$ cat src/rtl/demux_deser_16.sv
// Serial-to-parallel collector: steers each accepted bit into one lane of a 16-bit word and
// presents the word with a valid/ready handshake. Define DESER_PARITY_EN for a trailing parity bit.
module demux_deser_16 #(
    parameter int unsigned LSB_FIRST = 1,
    parameter int unsigned IDX_W     = 4  // only 4 (16 lanes) is supported
) (
    input  logic             clock,
    input  logic             reset,
    input  logic             start,
    input  logic             bit_in,
    input  logic             bit_valid,
    output logic [15:0]      word_out,
    output logic             word_valid,
    input  logic             word_ready,
    output logic             busy,
    output logic [IDX_W-1:0] bit_idx,
    output logic             overrun,
    output logic             parity_err
);

`ifdef DESER_PARITY_EN
    typedef enum logic [1:0] {
        StIdle    = 2'd0,
        StCollect = 2'd1,
        StHold    = 2'd2,
        StParity  = 2'd3
    } state_e;
`else
    typedef enum logic [1:0] {
        StIdle    = 2'd0,
        StCollect = 2'd1,
        StHold    = 2'd2
    } state_e;
`endif

    state_e           state_q, state_d;
    logic [15:0]      word_q, word_d;
    logic [IDX_W-1:0] idx_q, idx_d;
    logic             overrun_q, overrun_d;
    logic             parity_q, parity_d;
    logic [3:0]       lane;
    logic [15:0]      lane_we;

    // Lane select and one-hot write enable gated by bit_valid.
    assign lane    = (LSB_FIRST != 0) ? 4'(idx_q) : 4'(4'd15 - 4'(idx_q));
    assign lane_we = (16'd1 << lane) & {16{bit_valid}};

    always_ff @(posedge clock) begin
        if (reset) begin
            state_q   <= StIdle;
            word_q    <= '0;
            idx_q     <= '0;
            overrun_q <= 1'b0;
            parity_q  <= 1'b0;
        end else begin
            state_q   <= state_d;
            word_q    <= word_d;
            idx_q     <= idx_d;
            overrun_q <= overrun_d;
            parity_q  <= parity_d;
        end
    end

    always_comb begin
        state_d   = state_q;
        word_d    = word_q;
        idx_d     = idx_q;
        overrun_d = overrun_q;
        parity_d  = parity_q;
        unique case (state_q)
            StIdle: begin
                if (start) begin
                    state_d  = StCollect;
                    idx_d    = '0;
                    word_d   = '0;
                    parity_d = 1'b0;
                end
            end
            StCollect: begin
                if (start) begin
                    idx_d    = '0;
                    word_d   = '0;
                    parity_d = 1'b0;
                end else if (bit_valid) begin
                    word_d = (word_q & ~lane_we) | (lane_we & {16{bit_in}});
                    idx_d  = idx_q + 1'b1;
                    if (idx_q == '1) begin
`ifdef DESER_PARITY_EN
                        state_d = StParity;
`else
                        state_d = StHold;
`endif
                    end
                end
            end
`ifdef DESER_PARITY_EN
            StParity: begin
                if (start) begin
                    state_d  = StCollect;
                    idx_d    = '0;
                    word_d   = '0;
                    parity_d = 1'b0;
                end else if (bit_valid) begin
                    parity_d = (^word_q) ^ bit_in;
                    state_d  = StHold;
                end
            end
`endif
            StHold: begin
                // A bit arriving while a word waits is dropped and flagged.
                if (bit_valid) begin
                    overrun_d = 1'b1;
                end
                if (word_ready) begin
                    if (start) begin
                        state_d  = StCollect;
                        idx_d    = '0;
                        word_d   = '0;
                        parity_d = 1'b0;
                    end else begin
                        state_d = StIdle;
                    end
                end
            end
            default: state_d = StIdle;
        endcase
    end

    assign word_out   = word_q;
    assign word_valid = (state_q == StHold);
`ifdef DESER_PARITY_EN
    assign busy       = (state_q == StCollect) || (state_q == StParity);
`else
    assign busy       = (state_q == StCollect);
`endif
    assign bit_idx    = idx_q;
    assign overrun    = overrun_q;
    assign parity_err = parity_q;

endmodule

$ cat config.mk
export PLATFORM = sky130hd
export DESIGN_NAME = demux_deser_16
export DESIGN_NICKNAME = d
export VERILOG_FILES = /design/src/rtl/demux_deser_16.sv
export SDC_FILE = /design/constraint.sdc
export NUM_CORES = 1
export LEC_CHECK = 0
export CORE_ASPECT_RATIO = 0.6
export CORE_MARGIN = 2
export CORE_UTILIZATION = 36
export DETAILED_ROUTE_END_ITERATION = 8
export DONT_BUFFER_PORTS = 1
export PLACE_DENSITY_LB_ADDON = 0.05
export SLEW_MARGIN = 20
export SYNTH_ARGS = -nofsm -noshare
export SYNTH_HDL_FRONTEND = slang
export SYNTH_SLANG_ARGS = --single-unit
$ cat constraint.sdc
create_clock -name clock -period 1.4 [get_ports clock]
set_input_delay 0.14 -clock clock [delete_from_list [all_inputs] [get_ports clock]]
set_output_delay 0.14 -clock clock [all_outputs]
set_load 0.02 [all_outputs]
==> run_summary.xml <==
<?xml version="1.0" encoding="UTF-8"?>
<metrics>
  <group name="sta">
    <metric name="post-route-period-util" unit="%">99.4</metric>
    <metric name="max_clock_freq" unit="MHz">718</metric>
    <metric name="rsz0062_at_grt" unit="">true</metric>
    <metric name="finalWorstSetupSlack" unit="ns">0.00820</metric>
    <metric name="final.min_clock_period" unit="ns">1.39</metric>
    <metric name="finalHoldViolCount" unit="">0</metric>
    <metric name="finalSetupViolations" unit="">0</metric>
    <metric name="timing.clock.skew" unit="ns">0.00729</metric>
    <metric name="maxSlewViolCount" unit="">0</metric>
  </group>
  <group name="route">
    <metric name="first_pass_iters" unit="">6</metric>
    <metric name="drt.antenna.violating_nets" unit="">0</metric>
    <metric name="detail_route.wirelength" unit="um">3790</metric>
    <metric name="routed_via_density" unit="">6.11</metric>
    <metric name="routed_wire_length_per_instance" unit="um">19.5</metric>
    <metric name="drcViolationCount" unit="">0</metric>
    <metric name="drt_iter0_drc" unit="">27</metric>
    <metric name="routed-via-count" unit="">1185</metric>
  </group>
  <group name="pwr">
    <metric name="power.share.switching" unit="%">24.8</metric>
    <metric name="max-vdd-ir-drop" unit="V">0.000296</metric>
    <metric name="total_net_switching_power" unit="mW">0.299</metric>
    <metric name="pwr-share-comb" unit="%">9.2</metric>
    <metric name="pwr_density_cell" unit="nW/um^2">674</metric>
    <metric name="share_clk_of_total_power" unit="%">35.9</metric>
    <metric name="power.share.sequential" unit="%">54.9</metric>
    <metric name="finalPower" unit="mW">1.21</metric>
    <metric name="power_report.internal_total" unit="mW">0.908</metric>
    <metric name="leakage_power_of_the_design" unit="nW">0.630</metric>
  </group>
  <group name="synth">
    <metric name="yosys.area.top_type_share" unit="%">32.7</metric>
    <metric name="synth_xor_xnor_area_share" unit="%">0</metric>
    <metric name="synth-seq-cells" unit="">23</metric>
    <metric name="synthesized_area" unit="um^2">1410</metric>
    <metric name="synth_commonest_cells" unit="">sky130_fd_sc_hd__dfxtp_1 (23), sky130_fd_sc_hd__a221o_1 (13), sky130_fd_sc_hd__nor4b_2 (9), sky130_fd_sc_hd__and4b_1 (7), sky130_fd_sc_hd__clkbuf_1 (6)</metric>
    <metric name="mean_instance_size_in_the_synthesized_netlist" unit="um^2">10.8</metric>
    <metric name="synth_simple_gate_area_share" unit="%">36.1</metric>
    <metric name="synth.area.mux_share" unit="%">0.800</metric>
    <metric name="post_synth_main_area_contributors" unit="">sky130_fd_sc_hd__dfxtp_1 (33%), sky130_fd_sc_hd__nor4b_2 (9.6%), sky130_fd_sc_hd__a221o_1 (9.2%), sky130_fd_sc_hd__and4b_1 (5.0%), sky130_fd_sc_hd__ha_1 (4.4%)</metric>
    <metric name="yosys.cell_types.count" unit="">39</metric>
    <metric name="main_combinational_cell_family_by_area_after_synthesis" unit="">simple AND/OR/NAND/NOR gates</metric>
    <metric name="yosysSeqAreaShare" unit="%">32.7</metric>
    <metric name="most_repeated_cell_in_the_gate_level_netlist_after_synthesis" unit="">sky130_fd_sc_hd__dfxtp_1</metric>
    <metric name="ys_dominant_reg_cell" unit="">sky130_fd_sc_hd__dfxtp_1</metric>
    <metric name="synth_area_leader_cell" unit="">sky130_fd_sc_hd__dfxtp_1</metric>
    <metric name="syn_nets" unit="">141</metric>
    <metric name="compound_cell_area_share_of_the_yosys_netlist" unit="%">18.1</metric>
    <metric name="synthCells" unit="">130</metric>
    <metric name="yosys_warnings" unit="">0</metric>
    <metric name="synth-edff-count" unit="">0</metric>
    <metric name="yosys.area_share.adder" unit="%">4.44</metric>
    <metric name="async_reset_ff_share" unit="%">0</metric>
  </group>
  <group name="critical_path">
    <metric name="type_of_origin_of_the_critical_path" unit="">register</metric>
    <metric name="timing.critical_path.arrival" unit="ns">1.61</metric>
    <metric name="worstPathMaxFanout" unit="">4</metric>
    <metric name="critPathMaxStageDelay" unit="ns">0.51</metric>
    <metric name="worst-path-buf-inv" unit="">1</metric>
    <metric name="crit_path_cell_trace" unit="">inv_4 -&gt; ha_4 -&gt; nand4b_1 -&gt; or4b_4 -&gt; nand3_2</metric>
    <metric name="path_class" unit="">reg -&gt; reg</metric>
    <metric name="crit_family" unit="">simple AND/OR/NAND/NOR gates</metric>
    <metric name="crit_path_top_delay_cell" unit="">sky130_fd_sc_hd__or4b_4</metric>
    <metric name="crit_path_end_kind" unit="">register</metric>
    <metric name="crit_required" unit="ns">1.62</metric>
  </group>
  <group name="place">
    <metric name="port-buffer-count" unit="">0</metric>
    <metric name="place_ws" unit="ns">-0.101</metric>
    <metric name="routabilityCongestion" unit="">0.760</metric>
    <metric name="dp_hpwl" unit="um">2610</metric>
  </group>
  <group name="status">
    <metric name="status" unit="">finished, final reports clean</metric>
  </group>
  <group name="cts">
    <metric name="root_driver" unit="">sky130_fd_sc_hd__clkbuf_8</metric>
    <metric name="cts-buffers-inserted" unit="">3</metric>
    <metric name="source_to_sink_clock_delay_at_the_later_pin_of_the_worst_skew_pair" unit="ns">0.27</metric>
    <metric name="cts.clk_slew.worst_paths" unit="ns">0.09</metric>
    <metric name="tritoncts" unit="">done</metric>
    <metric name="cts_max_level" unit="">1</metric>
    <metric name="cts.sinks" unit="">23</metric>
    <metric name="clk_path_buf_depth" unit="">2</metric>
  </group>
  <group name="final_layout">
    <metric name="layout.core_utilization" unit="%">48.4</metric>
    <metric name="antenna-diode-count" unit="">0</metric>
    <metric name="syn2layout_area_growth" unit="%">27.3</metric>
    <metric name="num-nets-final" unit="">159</metric>
    <metric name="share_of_final_layout_standard_cells_stronger_than_drive_strength_1" unit="%">44.9</metric>
  </group>
  <group name="global_route">
    <metric name="grt.total_usage" unit="%">17.6</metric>
    <metric name="grt_max_degree" unit="">22</metric>
    <metric name="grt_first_pass_wirelength" unit="um">6070</metric>
    <metric name="antenna_found_initial" unit="">0</metric>
    <metric name="overflow" unit="">0</metric>
    <metric name="grt_pass1_vias" unit="">1152</metric>
  </group>
  <group name="hold_path">
    <metric name="holdCritPathClass" unit="">in -&gt; reg</metric>
  </group>
  <group name="floorplan">
    <metric name="die_height" unit="um">52.4</metric>
    <metric name="die-area" unit="um^2">4440</metric>
    <metric name="total_core_area" unit="um^2">3700</metric>
    <metric name="start_util" unit="%">38.0</metric>
    <metric name="row_count" unit="">17</metric>
    <metric name="ioPinCount" unit="">30</metric>
    <metric name="die_w" unit="um">84.7</metric>
  </group>
  <group name="job">
    <metric name="cap_viol_max_count" unit="">0</metric>
  </group>
</metrics>
==> layout make-up <==
type	instances	area (um^2)
fill	340	1910
multi-input combinational	90	992
sequential	23	473
timing repair buffer	26	201
tap	47	58.8
clock buffer	3	41.3
inverter	4	20.0
clock inverter	1	5.00
==> sequential cells by signal (all words and copies together) (netlist names) <==
| register | count |
|---|---|
| state_q | 2 |
| overrun | 1 |
| bit_idx | 4 |
| word_out | 16 |
==> stage by stage <==
step | instance area [um^2] | hold WS (ns) | setup TNS (ns) | instances
after floorplan | 1440 | 0.326 | -0.106 | 130
after global placement | 1590 | 0.215 | -0.136 | 188
after detailed placement | 1590 | 0.215 | -0.349 | 188
after CTS | 1740 | 0.0217 | -0.0155 | 193
after global routing | 1790 | 0.0135 | -0.294 | 194
final | 1790 | 0.0310 | 0 | 194
==> final timing paths <==
path	from	to	slack [ns]	cells past startpoint
setup reg to reg	bit_idx[1]$_SDFFE_PP0P_	word_out[4]$_SDFFE_PP0P_	0.008	5
hold reg to reg	overrun$_SDFFE_PP0P_	overrun$_SDFFE_PP0P_	0.61	2
setup / recovery	bit_idx[1]$_SDFFE_PP0P_	word_out[4]$_SDFFE_PP0P_	0.008	5
hold / removal	bit_valid	overrun$_SDFFE_PP0P_	0.03	2
==> placed cells by master, fill, tap and decap left out, drive strengths merged <==
cell / instances
o211a: 1
a21oi: 2
mux2: 1
a21boi: 1
dfxtp: 23
and2b: 1
and3: 2
nand4b: 2
and4b: 7
and4: 3
nand3b: 2
nor3b: 1
inv: 4
o2111ai: 3
or4b: 2
o21a: 1
nor4bb: 4
and4bb: 1
a221o: 13
a31oi: 2
buf: 25
ha: 5
clkinv: 1
dlygate4sd3: 1
clkbuf: 3
conb: 1
o211ai: 3
nand4bb: 2
nor2b: 2
or3: 1
nand3: 5
nor2: 3
a22o: 1
a32oi: 1
nor4b: 13
nand4: 4
==> repair_timing <==
| action | in CTS | in global routing |
|---|---|---|
| hold endpoints to repair | 4 | 0 |
| hold buffers | 1 | 0 |
| setup endpoints to repair | 11 | 18 |
| pin swaps | 2 | 4 |
| buffers inserted | 0 | 0 |
| resized for setup | 18 | 10 |
| gates cloned | 0 | 1 |
==> layer usage <==
layer  part of all wire [%]  wire (um)  global-route usage [%]
met5                      0          0                       0
met4                   0.18          7                    3.17
met3                    4.4        167                    5.20
met2                     43       1640                    26.8
met1                     52       1980                    25.0
==> cells by family after synthesis <==
kind of cell | after synthesis
AND/OR/NAND/NOR | 54
AO/OA/AOI/OAI | 28
flip-flops | 23
buffers and inverters | 18
adder cells (fa/ha/maj) | 5
multiplexers | 1
other | 1
==> power groups by stage <==
stage | Sequential [mW] | Clock, mW | Combinational [mW]
3_3_place_gp | 0.678 | 0 | 0.0925
5_1_grt | 0.664 | 0.469 | 0.121
2_1_floorplan | 0.679 | 0 | 0.0839
6_report | 0.663 | 0.433 | 0.111
3_5_place_dp | 0.678 | 0 | 0.0936
4_1_cts | 0.661 | 0.439 | 0.105
No activity file was read; power rests on OpenSTA's default activity.
